<file path="src/rtl/dm_adr_find_if.sv">
// -----------------------------------------------------------------------------
// dm_adr_find_if
// Bus bundle for the pointer-table reverse lookup block.
//   wr_en/wr_ptr/wr_adr        : table write port (one entry per strobe)
//   req_valid/req_ready/req_adr: lookup request handshake
//   rsp_valid/rsp_ready        : lookup response handshake
//   rsp_hit/rsp_ptr            : lookup result (lowest matching index, 0 on miss)
// master = requester / table writer, slave = dm_adr_find.
// -----------------------------------------------------------------------------
interface dm_adr_find_if #(
  parameter int unsigned DEPTH = 8,
  parameter int unsigned AW    = 8
);
  localparam int unsigned PW = $clog2(DEPTH);

  logic          wr_en;
  logic [PW-1:0] wr_ptr;
  logic [AW-1:0] wr_adr;
  logic          req_valid;
  logic          req_ready;
  logic [AW-1:0] req_adr;
  logic          rsp_valid;
  logic          rsp_ready;
  logic          rsp_hit;
  logic [PW-1:0] rsp_ptr;

  modport master (
    output wr_en, wr_ptr, wr_adr, req_valid, req_adr, rsp_ready,
    input  req_ready, rsp_valid, rsp_hit, rsp_ptr
  );

  modport slave (
    input  wr_en, wr_ptr, wr_adr, req_valid, req_adr, rsp_ready,
    output req_ready, rsp_valid, rsp_hit, rsp_ptr
  );
endinterface

</file>
<file path="src/rtl/dm_adr_find.sv">
// -----------------------------------------------------------------------------
// dm_adr_find
// Holds a DEPTH x AW table mapping pointer index -> data-memory address and
// answers the inverse question: which (lowest) pointer yields a given address.
// The table is scanned one entry per cycle in ascending order, terminating on
// the first match.
// Ports:
//   clk   : single clock, rising edge
//   rst_n : asynchronous active-low reset (FSM to IDLE, table to defaults)
//   bus   : dm_adr_find_if.slave (write port, request and response handshakes)
// -----------------------------------------------------------------------------
module dm_adr_find #(
  parameter int unsigned DEPTH = 8,
  parameter int unsigned AW    = 8
) (
  input logic          clk,
  input logic          rst_n,
  dm_adr_find_if.slave bus
);
  localparam int unsigned PW   = $clog2(DEPTH);
  localparam logic [PW-1:0] LAST = PW'(DEPTH - 1);

  typedef enum logic [1:0] {IDLE, SEARCH, DONE} state_t;

  state_t        state;
  logic [AW-1:0] tbl [DEPTH];
  logic [AW-1:0] key;
  logic [PW-1:0] idx;
  logic          req_ready_q;
  logic          rsp_valid_q;
  logic          rsp_hit_q;
  logic [PW-1:0] rsp_ptr_q;
  logic          match;

  // Table write port: active in every state. Because the write is registered,
  // a compare of the same entry in the same cycle sees the pre-write value.
  always_ff @(posedge clk or negedge rst_n) begin
    if (!rst_n) begin
      for (int unsigned i = 0; i < DEPTH; i++) begin
        tbl[i] <= (i < 5) ? AW'(i + 1) : '0;
      end
    end else if (bus.wr_en) begin
      tbl[bus.wr_ptr] <= bus.wr_adr;
    end
  end

  always_comb begin
    match = 1'b0;
    match = (tbl[idx] == key);
  end

  // Handshake outputs are registered alongside the state so req_ready is high
  // exactly in IDLE and rsp_valid exactly in DONE.
  always_ff @(posedge clk or negedge rst_n) begin
    if (!rst_n) begin
      state       <= IDLE;
      key         <= '0;
      idx         <= '0;
      req_ready_q <= 1'b1;
      rsp_valid_q <= 1'b0;
      rsp_hit_q   <= 1'b0;
      rsp_ptr_q   <= '0;
    end else begin
      case (state)
        IDLE: begin
          if (bus.req_valid) begin
            key         <= bus.req_adr;
            idx         <= '0;
            req_ready_q <= 1'b0;
            state       <= SEARCH;
          end
        end
        SEARCH: begin
          if (match) begin
            rsp_hit_q   <= 1'b1;
            rsp_ptr_q   <= idx;
            rsp_valid_q <= 1'b1;
            state       <= DONE;
          end else if (idx == LAST) begin
            rsp_hit_q   <= 1'b0;
            rsp_ptr_q   <= '0;
            rsp_valid_q <= 1'b1;
            state       <= DONE;
          end else begin
            idx <= idx + PW'(1);
          end
        end
        DONE: begin
          // Returning to IDLE here (not accepting directly) forbids a
          // back-to-back request on the handshake edge.
          if (bus.rsp_ready) begin
            rsp_valid_q <= 1'b0;
            req_ready_q <= 1'b1;
            state       <= IDLE;
          end
        end
        default: begin
          rsp_valid_q <= 1'b0;
          req_ready_q <= 1'b1;
          state       <= IDLE;
        end
      endcase
    end
  end

  assign bus.req_ready = req_ready_q;
  assign bus.rsp_valid = rsp_valid_q;
  assign bus.rsp_hit   = rsp_hit_q;
  assign bus.rsp_ptr   = rsp_ptr_q;
endmodule

</file>
<file path="src/flat_wrapper.sv">
// flat-port wrapper written by rule: the top's interface ports become plain ports
module dm_adr_find_flat 
#(
  parameter int unsigned DEPTH = 8,
  parameter int unsigned AW    = 8
)
  (clk, rst_n, bus_wr_en, bus_wr_ptr, bus_wr_adr, bus_req_valid, bus_req_adr, bus_rsp_ready, bus_req_ready, bus_rsp_valid, bus_rsp_hit, bus_rsp_ptr);
  dm_adr_find_if #(.DEPTH(DEPTH), .AW(AW)) bus_i ();
  input logic clk;
  input logic rst_n;
  input wire logic [$bits(bus_i.wr_en)-1:0] bus_wr_en;
  input wire logic [$bits(bus_i.wr_ptr)-1:0] bus_wr_ptr;
  input wire logic [$bits(bus_i.wr_adr)-1:0] bus_wr_adr;
  input wire logic [$bits(bus_i.req_valid)-1:0] bus_req_valid;
  input wire logic [$bits(bus_i.req_adr)-1:0] bus_req_adr;
  input wire logic [$bits(bus_i.rsp_ready)-1:0] bus_rsp_ready;
  output wire logic [$bits(bus_i.req_ready)-1:0] bus_req_ready;
  output wire logic [$bits(bus_i.rsp_valid)-1:0] bus_rsp_valid;
  output wire logic [$bits(bus_i.rsp_hit)-1:0] bus_rsp_hit;
  output wire logic [$bits(bus_i.rsp_ptr)-1:0] bus_rsp_ptr;
  assign bus_i.wr_en = bus_wr_en;
  assign bus_i.wr_ptr = bus_wr_ptr;
  assign bus_i.wr_adr = bus_wr_adr;
  assign bus_i.req_valid = bus_req_valid;
  assign bus_i.req_adr = bus_req_adr;
  assign bus_i.rsp_ready = bus_rsp_ready;
  assign bus_req_ready = bus_i.req_ready;
  assign bus_rsp_valid = bus_i.rsp_valid;
  assign bus_rsp_hit = bus_i.rsp_hit;
  assign bus_rsp_ptr = bus_i.rsp_ptr;
  dm_adr_find #(.DEPTH(DEPTH), .AW(AW)) u_core (.clk(clk), .rst_n(rst_n), .bus(bus_i));
endmodule
</file>
<file path="config.mk">
export PLATFORM = sky130hd
export DESIGN_NAME = dm_adr_find_flat
export DESIGN_NICKNAME = d
export VERILOG_FILES = /design/src/rtl/dm_adr_find_if.sv /design/src/rtl/dm_adr_find.sv /design/src/flat_wrapper.sv
export SDC_FILE = /design/constraint.sdc
export NUM_CORES = 1
export LEC_CHECK = 0
export CAP_MARGIN = 5
export CORE_UTILIZATION = 52
export DETAILED_ROUTE_END_ITERATION = 10
export GPL_ROUTABILITY_DRIVEN = 0
export PLACE_DENSITY = 0.84
export RECOVER_POWER = 25
export SYNTH_ARGS = -nofsm -noshare
export SYNTH_HDL_FRONTEND = slang
export SYNTH_SLANG_ARGS = --single-unit
</file>
<file path="constraint.sdc">
create_clock -name clk -period 2.7 [get_ports clk]
set_clock_uncertainty 0.1 [all_clocks]
set_input_delay 0.405 -clock clk [delete_from_list [all_inputs] [get_ports clk]]
set_output_delay 0.405 -clock clk [all_outputs]
set_load 0.005 [all_outputs]
</file>
# ---- Word level (Yosys, flattened, before mapping)
# Index checks and enable logic that the tools add are counted.
dict set report word_totals {
  register_bits 83
  latch_bits 0
  mem_bits_rw 0
  rom_bits 0
  inputBits 24
  word_cells 68
  mem_count 0
}
dict set report classes {
  addsub 1
  mul 0
  div_mod_pow 0
  n_lt_le_gt_ge 3
  n_eq_ne 9
  shifts 0
  muxes 26
  bitwise 4
  reduce_logical 10
}
# operator n
set ops {}
lappend ops {{64-bit bitwise mux} 1}
lappend ops {{8-bit binary-select mux with 3-bit select} 1}
lappend ops {{8-bit demux with 3-bit select} 1}
lappend ops {{8-bit two-way mux} 3}
lappend ops {{3-bit two-way mux} 5}
lappend ops {{3-bit AND reduction} 3}
lappend ops {{8-bit equality test} 1}
lappend ops {{4-bit greater-or-equal comparator, second input constant} 2}
lappend ops {{2-bit two-way mux} 4}
lappend ops {{2-bit != test, second input constant} 4}
lappend ops {{3-bit NOT with 4-bit output} 2}
lappend ops {{1-bit two-way mux} 7}
lappend ops {{1-bit one-hot mux with 3 select lines} 2}
lappend ops {{2-bit one-hot mux with 3 select lines} 1}
lappend ops {{3-bit one-hot mux with 2 select lines} 1}
lappend ops {{4-bit by 1-bit < comparator with 1-bit output, second input constant} 1}
lappend ops {{2-bit AND reduction} 2}
lappend ops {{4-bit AND reduction} 1}
lappend ops {{2-bit nonzero test} 2}
lappend ops {{3-bit by 1-bit adder with 3-bit output, second input constant} 1}
lappend ops {{3-bit equality test, second input constant} 1}
lappend ops {{3-bit by 1-bit != test with 1-bit output, second input constant} 1}
lappend ops {{2-bit by 1-bit equality test with 1-bit output, second input constant} 1}
lappend ops {{2-bit equality test, second input constant} 1}
lappend ops {{other kinds (3)} 4}

# ---- Depth between registers and ports, before layout
dict set report depth {
  ltp_word 7
  depth_mapped 10
  depth_no_buf 7
}

# ---- Worst setup path after synthesis
# Ideal clock, no wire load.
dict set report synth_timing {
  path_type {reg-to-reg}
  from {register u_core.idx[0]}
  to {register u_core.rsp_ptr_q[2] (netlist: u_core.bus.rsp_ptr[2])}
  setup_ps 121
  t_arrival_ps 2461
  required_time_ps 2479
  slack_ps 18
  path_stages_with_launch 11
  path_buffers 3
  period_less_slack_ps 2682
  cell_sequence {dfrtp_1 -> buf_6 -> buf_12 -> mux4_2 -> mux2i_1 -> xor2_1 -> nand4_1 -> or4_1 -> buf_2 -> a21o_1 -> a22o_1}
}
dict set report synth_between {
  elab_chain_len 7
  word_cells_on_any_way 9
  classes_between {2 x eq/ne; 4 x mux; 1 x bitwise; 2 x reduce/logical}
}
# item line_no
set synth_rtl {}
lappend synth_rtl {{from (decl)} dm_adr_find.sv:28} ;# logic [PW-1:0] idx;
lappend synth_rtl {{from (signal assigned)} dm_adr_find.sv:85} ;# idx <= idx + PW'(1);
lappend synth_rtl {{3-bit NOT with 4-bit output (not written as such)} dm_adr_find.sv:49} ;# match = (tbl[idx] == key);
lappend synth_rtl {{8-bit binary-select mux with 3-bit select} dm_adr_find.sv:49}
lappend synth_rtl {{8-bit two-way mux (not written as such) (2 in a row)} dm_adr_find.sv:49}
lappend synth_rtl {{8-bit equality test} dm_adr_find.sv:49}
lappend synth_rtl {{2-bit nonzero test (no source line)} --}
lappend synth_rtl {{2-bit AND reduction (no source line)} --}
lappend synth_rtl {{to (signal assigned)} dm_adr_find.sv:76} ;# rsp_ptr_q <= idx;
lappend synth_rtl {{to (decl)} dm_adr_find.sv:32} ;# logic [PW-1:0] rsp_ptr_q;
# Several ways; a longest one is shown, not always the timed one. The select of a mux whose other input is x is not followed.
# A chain may end at the register's enable or synchronous reset.

# ---- Worst setup path after layout
# Ends and elaborated chain as after synthesis.

==> run metrics <==
slowest CP cell=mux4_2; CP arrival=2.90 ns; WL/cell=19.06 um; final instance area=0.004567 sq mm; Inserted Clock Buffers=9; Ys Warns=0; initial antenna violation count=0; CTS tree=done; clock-pin slew on the worst setup and hold paths=0.08 ns; drt via density=5.702; first-pass iteration count of the detailed router=5; Placement Cell Area=0.004285 sq mm; WS Path Type=flop to flop; Area contributors post-synth=dfrtp_1 (49%), mux2_2 (24%), dfstp_2 (5.5%); core area=0.006907 sq mm; first-pass GRT wire length=12.63 mm; Worst EP required=2.85 ns; share of cells above drive strength 1=44.09%; crit-path max FO=8; Fin. Hold Viols=0; RSZ-0062 raised after global routing=yes; Root Buffer=clkbuf_8; I/O pins=30; Pwr Density=987.3 mW/mm^2; Setup Slack @ Placement=-0.09839 ns; cell taking the most area after synthesis=dfrtp_1; critical path launch point type=flop; # H-tree levels=3; EDFF count, synth=0; Die ar.=0.007641 sq mm; count of different cell masters after synthesis=34; Die Span Y=87.42 um; #FFs+latches synth=83; worst-skew pair later-pin latency=0.36 ns; FF-to-FF Start=u_core.idx[0]; Fmax=363.5 MHz; pin count of the biggest net entering global routing=84; fin worst setup slack=-0.05130 ns; Clock Tree Buf Depth=2; ANT nets after route=0; Worst IR Drop VDD=326.8 uV; Slew Limit Fails=84; Hold Path Class=flop to flop; critical path's largest stage delay=0.55 ns; CP Cell Sequence=buf_12 -> mux4_2 -> mux2i_4 -> xor2_1 -> nand4_1 -> or4_4 -> a21o_1 -> a22o_1; max_cap viols=1; vias in the first global route=2424; Nets=334; # fillers=517; dominant synthesized flop cell=dfrtp_1; Total Routing Usage GR=22.76%; hold buffers post-CTS=0; Slew HR=-31.14%; initial drt markers=97; Crit Reg-Reg Endpoint=u_core.bus.rsp_ptr[2]; syn avg cell area=14.59 sq um; total wire length=7.794 mm; Critical Path Sink Type=flop; Area Overhead vs Synth=20.38%; most frequent cells in the layout=mux2_2 (81), dfrtp_1 (75), clkdlybuf4s50_1 (27); Die Wd=87.42 um; Cells after Synth=260; Synthesized Nets=286; hold_sp=u_core.bus.rsp_valid; synthesized area=0.003794 sq mm; Placed Cells=393; clk sinks=83; sequential share of the synthesized area=55.01%; Setup TNS=-0.1870 ns; ys async rst share=100.0%; final std cells w/o fill=409; R2R Setup Slk=-0.05 ns; Least-Margin Pin Slew=1.967 ns; routed via count=2332; n_diodes=0; Leak=1.924 nW; WHS=0.3788 ns; row count=30; Final setup viols=5; commonest non-fill, non-tap cell in the layout=mux2_2; GRT overflow=0; Critical Path Source=u_core.idx[0]; port bufs=29; Hold EP=u_core.bus.rsp_valid; worst reg-to-reg path cell count=8; Hold Path Stages=2; Residual DRC=0; run status=finished, violations left; failing checks=capacitance limit, slew limit, setup timing; minimum clock period=2.751 ns; crit share post-route=101.9%; top-area cell type share of the netlist area=49.47%; dpl hpwl=5.278 mm; Starting Density=54.93%
-- cell type report --
| type | count | area, sq um | area share, % |
|---|---|---|---|
| flip-flops and latches | 83 | 2087 | 45.70 |
| multi-input cells | 163 | 1659 | 36.33 |
| repair buffers | 48 | 440.4 | 9.644 |
| clock buffers | 10 | 137.6 | 3.014 |
| well taps | 96 | 120.1 | 2.630 |
| clock inverters | 6 | 111.4 | 2.438 |
| inverters | 3 | 11.26 | 0.2466 |
-- state kept, by name, indices dropped and copies added, names as in the netlist --
name                  cells
u_core.bus.rsp_ptr        3
u_core.key                8
u_core.tbl               64
u_core.bus.req_ready      1
u_core.bus.rsp_hit        1
u_core.idx                3
u_core.bus.rsp_valid      1
u_core.state              2
-- power by group --
part	leakage [nW]	total, mW	internal, mW	switching, mW
Sequential	0.991	1.83	1.61	0.222
Combinational	0.811	1.59	0.906	0.687
Clock	0.123	1.09	0.641	0.447
Total	1.92	4.51	3.15	1.36
-- what timing repair did --
| action | CTS | global route |
|---|---|---|
| pin swaps | 2 | 0 |
| setup buffers | 0 | 0 |
| resized for setup | 5 | 2 |
| endpoints found under the setup margin | 9 | 10 |
| hold endpoints to repair | 0 | 0 |
| cloned | 0 | 0 |
-- critical path: cells and delay by family (launching register included) --
family | cells | cell delay (ns)
mux | 2 | 0.75
simple gates | 2 | 0.60
compound gates | 2 | 0.46
flops | 1 | 0.41
xor+xnor | 1 | 0.17
buf+inv | 1 | 0.16
-- through the flow --
stage	total power, mW	utilization, %
floorplan	2.903	-
global placement	3.282	62.05
detailed placement	3.345	62.05
CTS	4.498	65.98
global route	4.747	66.12
finish	4.509	66.12
-- worst max path at each step --
| stage | endpoint | slack, ns | depth (start not counted) |
|---|---|---|---|
| final | u_core.bus.rsp_ptr[2] | -0.05 | 8 |
| after global routing | u_core.bus.rsp_ptr[2] | -0.12 | 8 |
| after CTS | u_core.bus.rsp_ptr[2] | -0.04 | 8 |
| after detailed placement | u_core.idx[0] | -0.1 | 9 |
| after global placement | u_core.bus.rsp_ptr[0] | 0.0004 | 8 |
| after floorplan | u_core.bus.rsp_ptr[2] | 0.02 | 10 |
-- cells by family (layout without fill, tap and decap cells) --
group | count (synthesis) | in the layout | share of synthesized area [%]
multiplexers | 101 | 101 | 31.96
flip-flops | 83 | 83 | 55.01
AND/OR/NAND/NOR | 31 | 31 | 4.717
AO/OA/AOI/OAI | 23 | 23 | 4.090
buffers and inverters | 14 | 67 | 2.177
XOR/XNOR | 6 | 6 | 1.385
adder cells (fa/ha/maj) | 2 | 2 | 0.6595
-- Yosys cell counts (all sizes together), types with 3 or more instances --
cell type,instances
nand2b,4
nand4b,3
mux2i,12
nand4,3
dfstp,8
xor2,6
clkbuf,5
mux2,81
mux4,8
o21ai,7
nand2,5
dfrtp,75
nor3b,3
a22o,5
inv,3
buf,6
nor2,4
o22ai,4
-- routing by layer --
layer  up-vias  GRT usage, %  share of wire [%]  wire, um
met3         9         4.550                3.6       278
met1      1215         29.94                 45      3531
met4         0         9.091                1.4       108
met5         -             0                  0         0
li1       1064             -                  -         -
met2        44         37.14                 50      3875
(Power assumes the default switching activity.)
